--- src/rtl/chebyshev_series_eval_if.sv ---
// Coefficient-write, sample-in and result-out signals of chebyshev_series_eval.
// The design takes the slave modport; the upstream/downstream side takes master.
interface chebyshev_series_eval_if #(
    parameter int unsigned WL    = 8,
    parameter int unsigned CL    = 8,
    parameter int unsigned ORDER = 4
);
    localparam int unsigned AAW = $clog2(ORDER + 1);

    logic           coeff_we;
    logic [AAW-1:0] coeff_addr;
    logic [CL-1:0]  coeff_in;
    logic           in_valid;
    logic           in_ready;
    logic [WL-1:0]  data_in;
    logic           out_valid;
    logic           out_ready;
    logic [CL-1:0]  data_out;
    logic           ovf;

    modport master (
        output coeff_we, coeff_addr, coeff_in, in_valid, data_in, out_ready,
        input  in_ready, out_valid, data_out, ovf
    );

    modport slave (
        input  coeff_we, coeff_addr, coeff_in, in_valid, data_in, out_ready,
        output in_ready, out_valid, data_out, ovf
    );
endinterface

--- src/rtl/chebyshev_series_eval.sv ---
// Chebyshev series y = sum c_k*T_k(x) evaluated with the Clenshaw recurrence, one k per cycle.
// Define CHEB_SAT_EN to saturate the result to CL bits and flag clipping on ovf; otherwise it wraps.
module chebyshev_series_eval #(
    parameter int unsigned WL    = 8,
    parameter int unsigned CL    = 8,
    parameter int unsigned CFRAC = 4,
    parameter int unsigned ORDER = 4
) (
    input  logic                  clock,
    input  logic                  resetn,
    chebyshev_series_eval_if.slave bus
);
    localparam int unsigned AW  = CL + 2 * $clog2(ORDER + 2);
    localparam int unsigned AAW = $clog2(ORDER + 1);
    localparam int unsigned PW  = WL + AW;

    // Coefficients, accumulator and output all share CFRAC fractional bits.
    if (CFRAC >= CL) begin : g_cfrac_chk
        $error("CFRAC must be smaller than CL");
    end

    typedef enum logic [1:0] {S_IDLE, S_ITER, S_FINAL, S_DONE} state_t;

    state_t               r_state, w_next;
    logic signed [CL-1:0] r_coef [ORDER+1];
    logic signed [WL-1:0] r_x;
    logic signed [AW-1:0] r_b1, r_b2;
    logic [AAW-1:0]       r_k;
    logic                 r_in_ready, r_out_valid, r_ovf;
    logic [CL-1:0]        r_data_out;

    logic signed [AW-1:0] w_xb1, w_ck, w_c0, w_b_new;
    logic                 w_accept, w_coef_wr, w_ovf;
    logic [CL-1:0]        w_y_out;

    assign w_accept  = bus.in_valid && r_in_ready;
    assign w_coef_wr = bus.coeff_we && (r_state == S_IDLE) && (32'(bus.coeff_addr) <= ORDER);

    // x*b1 at full width, floor-shifted back to the accumulator's fractional scale.
    assign w_xb1   = AW'((PW'(r_x) * PW'(r_b1)) >>> (WL - 1));
    assign w_ck    = AW'(r_coef[r_k]);
    assign w_c0    = AW'(r_coef[0]);
    assign w_b_new = w_ck + (w_xb1 << 1) - r_b2;

`ifdef CHEB_SAT_EN
    localparam logic signed [AW-1:0] Y_MAX = AW'((1 << (CL - 1)) - 1);
    localparam logic signed [AW-1:0] Y_MIN = ~Y_MAX;
    logic signed [AW-1:0] w_y;
    assign w_y = w_c0 + w_xb1 - r_b2;

    always_comb begin
        w_y_out = w_y[CL-1:0];
        w_ovf   = 1'b0;
        if (w_y > Y_MAX) begin
            w_y_out = Y_MAX[CL-1:0];
            w_ovf   = 1'b1;
        end else if (w_y < Y_MIN) begin
            w_y_out = Y_MIN[CL-1:0];
            w_ovf   = 1'b1;
        end
    end
`else
    assign w_y_out = CL'(w_c0 + w_xb1 - r_b2);
    assign w_ovf   = 1'b0;
`endif

    always_ff @(posedge clock or negedge resetn) begin
        if (!resetn) r_state <= S_IDLE;
        else         r_state <= w_next;
    end

    always_comb begin
        w_next = r_state;
        case (r_state)
            S_IDLE:  if (w_accept) w_next = S_ITER;
            S_ITER:  if (r_k == AAW'(1)) w_next = S_FINAL;
            S_FINAL: w_next = S_DONE;
            S_DONE:  if (bus.out_ready) w_next = S_IDLE;
            default: w_next = S_IDLE;
        endcase
    end

    // Handshake flags follow the state being entered, so both are low during reset.
    always_ff @(posedge clock or negedge resetn) begin
        if (!resetn) begin
            r_in_ready  <= 1'b0;
            r_out_valid <= 1'b0;
        end else begin
            r_in_ready  <= (w_next == S_IDLE);
            r_out_valid <= (w_next == S_DONE);
        end
    end

    always_ff @(posedge clock or negedge resetn) begin
        if (!resetn) begin
            for (int unsigned i = 0; i <= ORDER; i++) r_coef[i] <= '0;
            r_x        <= '0;
            r_b1       <= '0;
            r_b2       <= '0;
            r_k        <= '0;
            r_data_out <= '0;
            r_ovf      <= 1'b0;
        end else begin
            if (w_coef_wr) r_coef[bus.coeff_addr] <= bus.coeff_in;
            case (r_state)
                S_IDLE: if (w_accept) begin
                    r_x  <= bus.data_in;
                    r_k  <= AAW'(ORDER);
                    r_b1 <= '0;
                    r_b2 <= '0;
                end
                S_ITER: begin
                    r_b1 <= w_b_new;
                    r_b2 <= r_b1;
                    r_k  <= r_k - AAW'(1);
                end
                S_FINAL: begin
                    r_data_out <= w_y_out;
                    r_ovf      <= w_ovf;
                end
                default: ;
            endcase
        end
    end

    assign bus.in_ready  = r_in_ready;
    assign bus.out_valid = r_out_valid;
    assign bus.data_out  = r_data_out;
    assign bus.ovf       = r_ovf;
endmodule

--- src/flat_wrapper.sv ---
// flat-port wrapper written by rule: the top's interface ports become plain ports
module chebyshev_series_eval_flat 
#(
    parameter int unsigned WL    = 8,
    parameter int unsigned CL    = 8,
    parameter int unsigned CFRAC = 4,
    parameter int unsigned ORDER = 4
)
  (clock, resetn, bus_coeff_we, bus_coeff_addr, bus_coeff_in, bus_in_valid, bus_data_in, bus_out_ready, bus_in_ready, bus_out_valid, bus_data_out, bus_ovf);
  chebyshev_series_eval_if #(.WL(WL), .CL(CL), .ORDER(ORDER)) bus_i ();
  input  logic clock;
  input  logic resetn;
  input wire logic [$bits(bus_i.coeff_we)-1:0] bus_coeff_we;
  input wire logic [$bits(bus_i.coeff_addr)-1:0] bus_coeff_addr;
  input wire logic [$bits(bus_i.coeff_in)-1:0] bus_coeff_in;
  input wire logic [$bits(bus_i.in_valid)-1:0] bus_in_valid;
  input wire logic [$bits(bus_i.data_in)-1:0] bus_data_in;
  input wire logic [$bits(bus_i.out_ready)-1:0] bus_out_ready;
  output wire logic [$bits(bus_i.in_ready)-1:0] bus_in_ready;
  output wire logic [$bits(bus_i.out_valid)-1:0] bus_out_valid;
  output wire logic [$bits(bus_i.data_out)-1:0] bus_data_out;
  output wire logic [$bits(bus_i.ovf)-1:0] bus_ovf;
  assign bus_i.coeff_we = bus_coeff_we;
  assign bus_i.coeff_addr = bus_coeff_addr;
  assign bus_i.coeff_in = bus_coeff_in;
  assign bus_i.in_valid = bus_in_valid;
  assign bus_i.data_in = bus_data_in;
  assign bus_i.out_ready = bus_out_ready;
  assign bus_in_ready = bus_i.in_ready;
  assign bus_out_valid = bus_i.out_valid;
  assign bus_data_out = bus_i.data_out;
  assign bus_ovf = bus_i.ovf;
  chebyshev_series_eval #(.WL(WL), .CL(CL), .CFRAC(CFRAC), .ORDER(ORDER)) u_core (.clock(clock), .resetn(resetn), .bus(bus_i));
endmodule
--- config.mk ---
export PLATFORM = sky130hd
export DESIGN_NAME = chebyshev_series_eval_flat
export DESIGN_NICKNAME = d
export VERILOG_FILES = /design/src/rtl/chebyshev_series_eval_if.sv /design/src/rtl/chebyshev_series_eval.sv /design/src/flat_wrapper.sv
export SDC_FILE = /design/constraint.sdc
export NUM_CORES = 1
export LEC_CHECK = 0
export ABC_AREA = 1
export BUFFER_PORTS_ARGS = -buffer_cell sky130_fd_sc_hd__buf_2
export CORE_MARGIN = 2
export CORE_UTILIZATION = 45
export DETAILED_ROUTE_END_ITERATION = 10
export HOLD_SLACK_MARGIN = 0.1
export SYNTH_ARGS = -nofsm -noshare
export SYNTH_HDL_FRONTEND = slang
export SYNTH_SLANG_ARGS = --single-unit
--- constraint.sdc ---
create_clock -name clock -period 5.58 [get_ports clock]
set_clock_uncertainty 0.1 [all_clocks]
set_input_delay 1.674 -clock clock [delete_from_list [all_inputs] [get_ports clock]]
set_output_delay 1.674 -clock clock [all_outputs]
set_load 0.01 [all_outputs]
# --- Word level (Yosys, flattened, before mapping) ---
# Index checks and enable logic that the tools add are counted.
totals:
  in_bits: 24
  word_cells: 55
  regBits: 91
  output_inout_bits: 11
classes:
  add_sub_neg: 5
  n_eq_ne: 6
  order_cmp: 4
  n_reduce_logical: 9
  multipliers: 1
  bitwise: 2
  n_mux: 15
ops:
  columns: ["cell", "n"]
  rows:
  - ["one-hot mux 14 bit (2 select lines)", 2]
  - ["bitwise mux 40 bit", 1]
  - ["binary-select mux 8 bit (select 3 bit)", 1]
  - ["demux 8 bit (select 3 bit)", 1]
  - ["2-to-1 mux 8 bit", 3]
  - ["multiplier 8 x 14 -> 20 bit", 1]
  - ["adder 8 x 14 -> 14 bit", 1]
  - ["2-to-1 mux 14 bit", 1]
  - ["subtractor 14 bit", 1]
  - ["adder 8 bit", 1]
  - [">= comparator 4 bit (second input constant)", 2]
  - ["inverter 3 -> 4 bit", 2]
  - ["one-hot mux 2 bit (4 select lines)", 1]
  - ["subtractor 8 bit", 1]
  - ["equality test 2 bit (second input constant)", 3]
  - ["2-to-1 mux 2 bit", 3]
  - ["one-hot mux 3 bit (2 select lines)", 1]
  - ["logical AND 1 bit", 4]
  - ["zero test 2 bit", 2]
  - ["less-than comparator 4 x 1 -> 1 bit (second input constant)", 1]
  - ["AND reduction 2 bit", 2]
  - ["equality test 3 x 1 -> 1 bit (second input constant)", 1]
  - ["less-or-equal comparator 3 bit (second input constant)", 1]
  - ["2-to-1 mux 3 bit", 1]
  - ["4 further kinds", 4]

# --- Longest topological paths before layout ---
# Gate-level depths: netlist (run 1).
depth:
  ltp_word: 7
  mapped_depth: 33

# --- Least setup slack after synthesis (run 1) ---
# OpenSTA, ideal clock, no wires.
synth_timing:
  path_type: "register -> register"
  from: "reg u_core.r_x[6]"
  to: "reg u_core.r_b1[9]"
  path_slack_ps: -319
  path_buffers: 1
  t_arrival_ps: 5734
  path_stages_with_launch: 27
  setup_time_ps: 66
  cell_sequence: "dfrtp_1 clkbuf_1 nand2_1 fa_1 fa_1 inv_1 fa_1 inv_1 fa_1 inv_1 ha_1 a21oi_1 o21ai_1 a21oi_1 o21ai_0 xor2_1 fa_1 ha_1 a21oi_1 o21ai_1 a21oi_1 nor2_1 o21ai_1 nand2_1 a21oi_1 o21ai_1 nand2_1"
synth_between:
  elab_chain_cells: 4
synth_lines:
  columns: ["element", "line", "source"]
  rows:
  - ["start: declaration", "chebyshev_series_eval.sv:26", "logic signed [WL-1:0] r_x;"]
  - ["start signal: assignment", "chebyshev_series_eval.sv:107", "r_x <= bus.data_in;"]
  - ["multiplier 8 x 14 -> 20 bit", "chebyshev_series_eval.sv:40", "assign w_xb1 = AW'((PW'(r_x) * PW'(r_b1)) >>> (WL - 1));"]
  - ["adder 8 x 14 -> 14 bit", "chebyshev_series_eval.sv:43", "assign w_b_new = w_ck + (w_xb1 << 1) - r_b2;"]
  - ["subtractor 14 bit", "chebyshev_series_eval.sv:43", null]
  - ["one-hot mux 14 bit (2 select lines)", "chebyshev_series_eval.sv:105", "case (r_state)"]
  - ["end signal: assignment", "chebyshev_series_eval.sv:113", "r_b1 <= w_b_new;"]
  - ["end: declaration", "chebyshev_series_eval.sv:27", "logic signed [AW-1:0] r_b1, r_b2;"]
# No other way between the ends.
# A chain may end at the register's enable or synchronous reset.

# --- Worst setup path after layout (run 1) ---
layout_timing:
  from: "reg u_core.r_x[2]"
  to: "reg u_core.r_data_out[7] (netlist: u_core.bus.data_out[7])"
layout_between:
  elab_chain_cells: 3
layout_lines:
  columns: ["element", "line", "source"]
  rows:
  - ["multiplier 8 x 14 -> 20 bit", "chebyshev_series_eval.sv:40", null]
  - ["adder 8 bit", "chebyshev_series_eval.sv:63", "assign w_y_out = CL'(w_c0 + w_xb1 - r_b2);"]
  - ["subtractor 8 bit", "chebyshev_series_eval.sv:63", null]
  - ["end signal: assignment", "chebyshev_series_eval.sv:118", "r_data_out <= w_y_out;"]
  - ["end: declaration", "chebyshev_series_eval.sv:30", "logic [CL-1:0] r_data_out;"]
# No other way between the ends.

==> summary.txt, run 1 <==
Run status
  – Status: finished, violations left
  – Failing checks: negative setup slack

Critical path
  – Critical path capture point type: register
  – CP Max Fanout: 6
  – CP Class: register to register
  – Worst Path Arrival: 5.97 ns
  – Worst-case reg-to-reg path depth: 28
  – CP peak stage delay: 0.59 ns
  – CP Launch Type: register
  – Slowest-stage cell, CP: fa_1
  – Worst Path Required: 5.73 ns

Timing
  – Final hold violation count: 0
  – FMAX: 172 MHz
  – Final Cycle Share: 1.04
  – Slew @ Worst Pin: 1.03 ns
  – Final Max Slew Viols: 0
  – Relative slew slack: 0.311
  – RSZ-0062 raised after global routing: true
  – Final setup vio count: 11
  – Crit path time final: 5.82 ns
  – Fin Hold WS: 0.376 ns
  – Crit path setup slack, layout: -0.242 ns

Logic synthesis
  – Syn Area/Cell: 8.09 um2
  – Mapped Nets: 1,308
  – Mux cell area share after synthesis: 0.00867
  – Largest family of logic cells by synthesized area: adder cells
  – Synthesis Warnings: 0
  – Synth Cell Area: 0.00909 mm2
  – Compound-gate portion of the synthesized area: 0.107
  – Synth Instances: 1,123
  – Sequential fraction of the synthesis area: 0.251
  – Post-Synth Adder-Cell Area: 0.306
  – Post-Synth Simple-Gate Area: 0.167
  – Synth Area in XOR/XNOR: 0.0212
  – FF+latch count, synth: 91
  – Post-synth EDFFs: 0
  – Ys async rst share: 1.00
  – Yosys cell types: 45
  – Ys flop type: dfrtp_1

Placement
  – DP HPWL: 17,400 um
  – Port buffer count: 33
  – Placer Congestion: 0.894
  – Place WS: -0.568 ns
  – Post-Place Cells: 1,507
  – Placement Cell Area: 0.0104 mm2

Drt
  – Total wire length: 23,300 um
  – Post-route DRC: 0
  – DR WL/cell: 14.9 um
  – Drt initial violations: 374
  – First drt pass iteration count: 5
  – Total number of vias: 7,647
  – Vias/cell: 4.90
  – Post-route ant nets: 0

Final layout
  – Antenna diodes: 0
  – Area Overhead vs Synth: 30.5%
  – Final instance area: 0.0119 mm2
  – Ratio of cells with drive above 1 in the final layout: 0.329
  – Final #Nets: 1,477
  – Non-filler cells, final: 1,562

Clock network
  – CTS clk-pin slew, worst paths: 0.08 ns
  – CTS Sinks: 91
  – Cts bufs inserted: 9
  – Clk Latency, worst-skew pair: 0.36 ns
  – Clk buf depth: 2
  – Root buffer cell: clkbuf_16
  – TritonCTS clock tree: done
  – H-tree depth: 3

Global route
  – Vias in the first global route: 7,940
  – First-pass GRT wire length: 38,700 um
  – Global router's overall resource usage: 0.225
  – Grt ovf: 0
  – Initial antenna violation count: 0
  – Largest net degree at the start of global routing: 62

Die
  – IO Count: 35
  – Die area: 0.0213 mm2
  – Initial Util: 0.462
  – FP Rows: 51
  – Die span in y: 146 um
  – Core ar.: 0.0197 mm2
  – Die width: 146 um

Flow run
  – Max-cap viol count: 0

Min path
  – Hold Path Class: register to register
  – Hold path depth: 2
## area by class of cell
cell class              instances  area, um2
fillers                      1717       7790
multi-input cells             708       6360
flip-flops and latches         91       2290
repair buffers                199       1500
inverters                     283       1070
well taps                     265        332
clock buffers                   9        225
clock inverters                 7       73.8
## cells in the mapped netlist, types with 4 or more instances
master,count,share of area
buf_2,6,0.0033
a31oi_1,4,0.0028
nand3_2,4,0.0044
fa_1,102,0.22
o211ai_1,5,0.0041
xor2_1,10,0.0096
clkbuf_1,28,0.012
dfrtp_1,91,0.25
o21ai_1,34,0.019
nand3_1,31,0.017
o22ai_1,15,0.010
o21ai_0,35,0.019
mux2_2,7,0.0087
a32o_1,7,0.0077
xnor2_1,12,0.012
ha_1,59,0.081
inv_1,274,0.11
inv_2,7,0.0029
nand2_2,7,0.0048
nor2_1,34,0.014
nand4_4,4,0.0094
a21oi_1,38,0.021
buf_6,5,0.0062
nand2_1,266,0.11
o21ai_2,13,0.013
## through the flow
stage          TNS (ns)  utilization
4_1_cts           -1.48        0.585
6_report          -1.64        0.603
2_1_floorplan         0            -
3_3_place_gp      -3.65        0.531
3_5_place_dp      -4.75        0.531
5_1_grt           -4.51        0.603
## sequential cells by signal, indices dropped and copies added, names as in the netlist
| signal | count |
|---|---|
| u_core.r_coef | 40 |
| u_core.bus.out_valid | 1 |
| u_core.bus.data_out | 8 |
| u_core.r_k | 3 |
| u_core.r_x | 8 |
| u_core.r_state | 2 |
| u_core.r_b2 | 14 |
| u_core.bus.in_ready | 1 |
| u_core.r_b1 | 14 |
## worst max-delay path: cells and delay by family (launching register included)
| kind | cells | cell delay, ns |
|---|---|---|
| AOI/OAI and AO/OA | 3 | 0.35 |
| xor gates and xnor gates | 1 | 0.18 |
| adders and majority gates | 7 | 2.93 |
| buffers and inverters | 6 | 0.46 |
| DFF | 1 | 0.47 |
| and+or+nand+nor | 11 | 1.21 |
## cell families after synthesis
kind of cell             count (synthesis)
AO/OA/AOI/OAI                          162
AND/OR/NAND/NOR                        355
adder cells (fa/ha/maj)                161
XOR/XNOR                                22
flip-flops                              91
multiplexers                             7
other                                    1
buffers and inverters                  324
## metal layers
metal | global-route usage | wire, um | vias up
met2 | 0.383 | 11500 | 141
li1 | - | - | 3734
met1 | 0.298 | 10500 | 3734
met5 | 0 | 0 | -
met3 | 0.0397 | 835 | 38
met4 | 0.0573 | 410 | 0
## final timing paths
kind                                          end  slack [ns]              startpoint
max                        u_core.bus.data_out[7]       -0.24           u_core.r_x[2]
min reg2reg                u_core.bus.data_out[3]        0.38  u_core.bus.data_out[3]
min                        u_core.bus.data_out[3]        0.38  u_core.bus.data_out[3]
min in group asynchronous        u_core.r_coef[8]        1.30                  resetn
max in group asynchronous         u_core.r_b1[10]        3.12                  resetn
max reg2reg                u_core.bus.data_out[7]       -0.24           u_core.r_x[2]
## placed cells by master (no fill, tap or decap), drive strengths merged, types with 2 or more instances in the layout
cell | Yosys | routed
nor2 | 34 | 34
xor2 | 10 | 10
inv | 282 | 287
clkinv | 1 | 3
o21bai | 2 | 2
clkbuf | 28 | 9
ha | 59 | 59
a31oi | 4 | 4
a21oi | 39 | 39
nand4 | 5 | 5
buf | 13 | 199
nand3 | 35 | 35
or2 | 2 | 2
o211ai | 5 | 5
nand2 | 273 | 273
xnor2 | 12 | 12
nor3 | 4 | 4
mux2 | 7 | 7
o22ai | 15 | 15
dfrtp | 91 | 91
a32o | 7 | 7
o21ai | 82 | 82
o21a | 2 | 2
fa | 102 | 102
## timing repair
action,CTS,global route
pin swaps,84,60
endpoints found under the hold margin,0,0
resized for setup,128,79
buffers inserted,34,6
endpoints found under the setup margin,16,16
gates cloned,0,0
hold buffers,0,0
Power of run 1 is left out: the tool's default activity adds up to more than one toggle a clock period on the data nets, which glitch-free logic cannot reach.
==> inputs of run 2 (changes only) <==
- BUFFER_PORTS_ARGS: -buffer_cell sky130_fd_sc_hd__buf_2 -> -buffer_cell sky130_fd_sc_hd__buf_4
- CTS_CLUSTER_DIAMETER: default -> 100
==> run 2 against run 1 <==
Effect of this change: the run still ends with negative setup slack left; first-iteration DRC count down 9.9%; global-route usage up 0.84 points; register-to-register slack worse by 0.08 ns; sequential share of layout area shrank 0.30 points; fmax decreased by 1.3%; setup slack got worse by 0.075 ns; sequential cell count unchanged; critical path type unchanged; highest routed layer unchanged.
==> summary.txt, run 2 (same netlist as run 1, synthesis figures left out) <==
Final layout
  – Commonest non-fill, non-tap cells in the layout: 244 x inv_1, 234 x nand2_1, 172 x buf_4, 98 x fa_1, 80 x dfrtp_1
  – Max reg flops: 40 (unchanged)
  – Fill count: 1,719 (+0.12%)
  – Antenna diodes: 0 (unchanged)
  – Final Util: 0.612 (+0.00840)
  – Area Overhead vs Synth: 32.3%
  – Commonest non-fill, non-tap cell in the layout: inv_1
  – Top reg by flops: u_core.r_coef
  – Largest regs: u_core.r_coef: 40 flops, u_core.r_b1: 14 flops, u_core.r_b2: 14 flops
  – Final #Nets: 1,471 (-0.41%)
  – Ratio of cells with drive above 1 in the final layout: 0.332 (+0.00308)

Clock network
  – TritonCTS clock tree: done
  – Cts bufs inserted: 9 (unchanged)
  – Clk Latency, worst-skew pair: 0.36 ns (about the same)
  – CTS Sinks: 91 (unchanged)
  – H-tree depth: 3 (unchanged)
  – CTS clk-pin slew, worst paths: 0.07 ns (about the same)
  – Root buffer cell: clkbuf_16
  – Clk buf depth: 2 (unchanged)

Min path
  – Hold Startpoint: u_core.bus.data_out[2]
  – Hold path depth: 2 (unchanged)
  – Hold Path Class: register to register
  – Worst min-delay path endpoint: u_core.bus.data_out[2]

Placement
  – Placer Congestion: 0.902 (+0.91%)
  – Port buffer count: 33 (unchanged)
  – DP HPWL: 17,500 um (+0.77%)

Timing
  – Crit path setup slack, layout: -0.317 ns (-0.0750 ns)
  – RSZ-0062 raised after global routing: true
  – Final Max Slew Viols: 0 (unchanged)
  – Final Cycle Share: 1.06 (+0.0134)
  – Final setup vio count: 11 (unchanged)
  – Slew @ Worst Pin: 1.07 ns (+0.0345 ns)
  – Final hold violation count: 0 (unchanged)
  – Relative slew slack: 0.288 (-0.0230)
  – Crit path time final: 5.90 ns (+0.0751 ns)
  – FMAX: 170 MHz (-1.3%)
  – Fin Hold WS: 0.381 ns (+0.00520 ns)

Drt
  – Post-route DRC: 0 (unchanged)
  – First drt pass iteration count: 4 (-1)
  – DR WL/cell: 15.2 um (+1.9%)
  – Drt initial violations: 337 (-9.9%)
  – Vias/cell: 4.91 (+0.25%)
  – Post-route ant nets: 0 (unchanged)
  – Total wire length: 23,600 um (+1.5%)
  – Total number of vias: 7,637 (-0.13%)

Critical path
  – RR Startpoint: u_core.r_x[7]
  – CP Max Fanout: 4 (-2)
  – CP top delay family: adder cells
  – R2R setup slack: -0.32 ns (-0.08 ns)
  – CP Class: register to register
  – CP Launch Type: register
  – Critical path capture point type: register
  – Worst Path Arrival: 6.03 ns (+0.06 ns)
  – Reg2Reg Capture Point: u_core.r_b1[12]
  – Worst Path Required: 5.72 ns (about the same)
  – Worst-case reg-to-reg path depth: 30 (+7.1%)
  – Worst Path Buf+Inv: 11 (+5)
  – Slowest-stage cell, CP: fa_1
  – Cell mode on critical path: fa_1
  – CP peak stage delay: 0.54 ns (-0.05 ns)

Die
  – Core ar.: 0.0197 mm2 (unchanged)
  – Initial Util: 0.462 (unchanged)
  – Die area: 0.0213 mm2 (unchanged)
  – Die span in y: 146 um (unchanged)
  – IO Count: 35 (unchanged)
  – FP Rows: 51 (unchanged)
  – Die width: 146 um (unchanged)

Global route
  – Layer with the highest usage: met2
  – Global router's overall resource usage: 0.233 (+0.00836)
  – First-pass GRT wire length: 40,200 um (+3.7%)
  – Met1 Usage GRT: 0.312 (+0.0138)
  – Initial antenna violation count: 0 (unchanged)
  – Largest net degree at the start of global routing: 56 (-9.7%)
  – Vias in the first global route: 8,111 (+2.2%)
  – Grt ovf: 0 (unchanged)
  – Met3 usage: 0.0369 (-0.00281)
  – M2 GR Usage: 0.401 (+0.0186)

Run status
  – Failing checks: negative setup slack
  – Status: finished, violations left

Flow run
  – Max-cap viol count: 0 (unchanged)
## run 2: worst max-delay path by stage
stage                             start                     end  slack [ns]  depth (start not counted)
after floorplan           u_core.r_x[5]  u_core.bus.data_out[7]       0.005                         27
after global placement    u_core.r_x[3]  u_core.bus.data_out[7]       -0.52                         28
after detailed placement  u_core.r_x[3]  u_core.bus.data_out[7]       -0.57                         28
after CTS                 u_core.r_x[7]  u_core.bus.data_out[7]       -0.28                         29
after global routing      u_core.r_x[7]         u_core.r_b1[12]       -0.51                         30
final                     u_core.r_x[7]         u_core.r_b1[12]       -0.32                         30
## run 2: worst reg2reg max path: cells and delay by family, from the launching register on
kind / cells / cell delay (ns)
flip-flops: 1 / 0.42
buffers and inverters: 11 / 0.85
adder cells (fa/ha/maj): 7 / 3.12
AND/OR/NAND/NOR: 7 / 0.80
XOR/XNOR: 1 / 0.19
AO/OA/AOI/OAI: 4 / 0.31
## run 2: repair_timing
action,CTS,global route
setup endpoints to repair,17,17
gates cloned,0,0
setup buffers,20,10
pin swaps,93,85
gates resized for setup,142,82
hold buffers,0,0
## run 2: per-layer routing
metal  vias up  routed length, um
met3        27                854
met4         0                406
met5         -                  0
li1       3727                  -
met1      3755              10700
met2       128              11700
## run 2: cell type report
| type | instances | area (um2) | share of cell area |
|---|---|---|---|
| tap | 265 | 332 | 0.0276 |
| inverter | 283 | 1070 | 0.0892 |
| sequential | 91 | 2290 | 0.191 |
| timing repair buffer | 193 | 1560 | 0.130 |
| multi-input combinational | 708 | 6450 | 0.536 |
| clock buffer | 9 | 225 | 0.0187 |
| clock inverter | 7 | 91.3 | 0.00760 |
## run 2: per-stage QoR
stage	setup TNS (ns)	instance area [um2]	std cells	setup WS, ns
final	-2.03	12000	1556	-0.317
after global routing	-4.95	12000	1556	-0.515
after CTS	-1.49	11700	1546	-0.279
after detailed placement	-6.21	10600	1510	-0.568
after global placement	-5.26	10600	1510	-0.516
after floorplan	0	9230	1123	0.00454
Power of run 2 is left out for the same reason.
==> inputs of run 3 (changes only) <==
--- a/config.mk
+++ b/config.mk
@@ -9,2 +9,3 @@
 export BUFFER_PORTS_ARGS = -buffer_cell sky130_fd_sc_hd__buf_4
+export CORE_ASPECT_RATIO = 0.9
 export CORE_MARGIN = 2
==> constraint.sdc (replaced) <==
create_clock -name clock -period 5.23 [get_ports clock]
set_clock_uncertainty 0.1 [all_clocks]
set_input_delay 1.569 -clock clock [delete_from_list [all_inputs] [get_ports clock]]
set_output_delay 1.569 -clock clock [all_outputs]
set_load 0.02 [all_outputs]
==> run 3 against run 2 <==
Effect of this change: the run still ends with negative setup slack left; core utilization is 1.1 points higher; non-clock buffer count is 7 higher; wire length is 1.6% higher; clock-buffer cell count is 2 higher; largest cell class unchanged.
==> summary.txt, run 3 (same netlist as run 1, synthesis figures left out) <==
Placement
  – Post-Place Cells: 1,501 (-0.60%)
  – Placer Congestion: 0.901 (-0.16%)
  – Port buffer count: 33 (unchanged)
  – DP HPWL: 18,100 um (+3.4%)

Final layout
  – Commonest non-fill, non-tap cell in the layout: inv_1
  – Area taken by multi-input logic gates: 0.00674 mm2 (+4.4%)
  – Largest regs: u_core.r_coef: 40 flops, u_core.r_b1: 14 flops, u_core.r_b2: 14 flops
  – Fill count: 1,692 (-1.6%)
  – Area Overhead vs Synth: 36.2%
  – Commonest non-fill, non-tap cells in the layout: 227 x inv_1, 216 x nand2_1, 173 x buf_4, 98 x fa_1, 76 x dfrtp_1
  – Non-filler cells, final: 1,552 (-0.26%)
  – Top reg by flops: u_core.r_coef
  – Antenna diodes: 0 (unchanged)
  – Reg area: 0.00230 mm2 (+0.22%)
  – Max reg flops: 40 (unchanged)
  – Ratio of cells with drive above 1 in the final layout: 0.375 (+0.0432)
  – Final #Nets: 1,478 (+0.48%)

Die
  – Die width: 154 um (+5.3%)
  – Initial Util: 0.457 (-0.00489)
  – IO Count: 35 (unchanged)
  – Die area: 0.0213 mm2 (about the same)
  – FP Rows: 49 (-3.9%)
  – Die span in y: 139 um (-5.0%)
  – Core ar.: 0.0199 mm2 (+1.1%)

Critical path
  – Worst Path Buf+Inv: 6 (-5)
  – Critical path capture point type: register
  – CP peak stage delay: 0.51 ns (-0.03 ns)
  – Worst Path Required: 5.39 ns (-0.33 ns)
  – Worst Path Arrival: 5.96 ns (-0.07 ns)
  – Slowest-stage cell, CP: fa_1
  – CP Class: register to register
  – Cell mode on critical path: fa_1
  – CP Launch Type: register
  – CP top delay family: adder cells
  – CP Max Fanout: 6 (+2)

Drt
  – Total wire length: 24,000 um (+1.6%)
  – Drt initial violations: 423 (+26%)
  – Post-route ant nets: 0 (unchanged)
  – Vias/cell: 4.97 (+1.2%)
  – Total number of vias: 7,708 (+0.93%)
  – Post-route DRC: 0 (unchanged)
  – DR WL/cell: 15.5 um (+1.9%)
  – First drt pass iteration count: 5 (+1)

Timing
  – Slew @ Worst Pin: 1.12 ns (+0.0557 ns)
  – Relative slew slack: 0.251 (-0.0372)
  – Final Cycle Share: 1.11 (+0.0524)
  – Final hold violation count: 0 (unchanged)
  – Final Max Slew Viols: 0 (unchanged)
  – Crit path time final: 5.80 ns (-0.0956 ns)
  – Crit path setup slack, layout: -0.571 ns (-0.254 ns)
  – RSZ-0062 raised after global routing: true
  – Fin Hold WS: 0.381 ns (-0.000876 ns)
  – FMAX: 172 MHz (+1.6%)
  – Setup TNS: -5.39 ns (-3.36 ns)
  – Final setup vio count: 16 (+5)

Clock network
  – Clk Latency, worst-skew pair: 0.37 ns (about the same)
  – Cts bufs inserted: 9 (unchanged)
  – H-tree depth: 3 (unchanged)
  – CTS clk-pin slew, worst paths: 0.07 ns (about the same)
  – Root buffer cell: clkbuf_16
  – CTS Sinks: 91 (unchanged)
  – Clk buf depth: 2 (unchanged)
  – TritonCTS clock tree: done

Global route
  – Vias in the first global route: 7,906 (-2.5%)
  – Largest net degree at the start of global routing: 41 (-27%)
  – First-pass GRT wire length: 39,800 um (-0.95%)
  – Grt ovf: 0 (unchanged)
  – Initial antenna violation count: 0 (unchanged)
  – Global router's overall resource usage: 0.232 (-0.000595)

Run status
  – Failing checks: negative setup slack
  – Status: finished, violations left

Min path
  – Hold Path Class: register to register

Flow run
  – Max-cap viol count: 0 (unchanged)
[run 3: cell types whose count changed in the layout (fill, tap and decap cells not counted), sizes merged]
cell and change:
buf +7, clkbuf +2, inv -3
[run 3: area by class of cell]
type / count / share of cell area
tap: 255 / 0.0258
inverter: 283 / 0.0875
sequential: 91 / 0.186
timing repair buffer: 200 / 0.132
clock buffer: 11 / 0.0196
clock inverter: 4 / 0.00465
multi-input combinational: 708 / 0.545
[run 3: metal layers]
layer	vias to the layer above	share of wire	GRT usage
li1	3743	-	-
met1	3811	0.47	0.335
met2	133	0.49	0.373
met3	21	0.033	0.0347
met4	0	0.012	0.0541
met5	-	0	0
[run 3: tightest hold or removal path: stages (launching register included)]
cell and delay, ns:
dfrtp_1 0.35, nand2_1 0.05, nand2_1 0.05
[run 3: what timing repair did]
| item | in CTS | in global routing |
|---|---|---|
| resized for setup | 153 | 125 |
| pin swaps | 97 | 79 |
| hold buffers | 0 | 0 |
| buffers inserted | 27 | 14 |
| endpoints found under the setup margin | 17 | 19 |
| gates cloned | 0 | 0 |
[run 3: stage by stage]
stage                     worst slack, ns  utilization  area, um2
after CTS                          -0.523        0.594      11800
after global placement             -0.788        0.540      10700
final                              -0.571        0.623      12400
after global routing               -0.823        0.623      12400
after detailed placement           -0.832        0.540      10700
after floorplan                    -0.248            -       9390
[run 3: worst paths after layout]
check | start | end | cells past startpoint | slack, ns
worst max-delay path | u_core.r_x[2] | u_core.r_b1[13] | 27 | -0.57
worst min-delay path | u_core.bus.data_out[2] | u_core.bus.data_out[2] | 2 | 0.38
worst max register to register | u_core.r_x[2] | u_core.r_b1[13] | 27 | -0.57
worst min register to register | u_core.bus.data_out[2] | u_core.bus.data_out[2] | 2 | 0.38
max in group asynchronous | resetn | u_core.r_x[1] | 2 | 3.11
min in group asynchronous | resetn | u_core.r_coef[14] | 1 | 1.09
Power of run 3 is left out for the same reason.
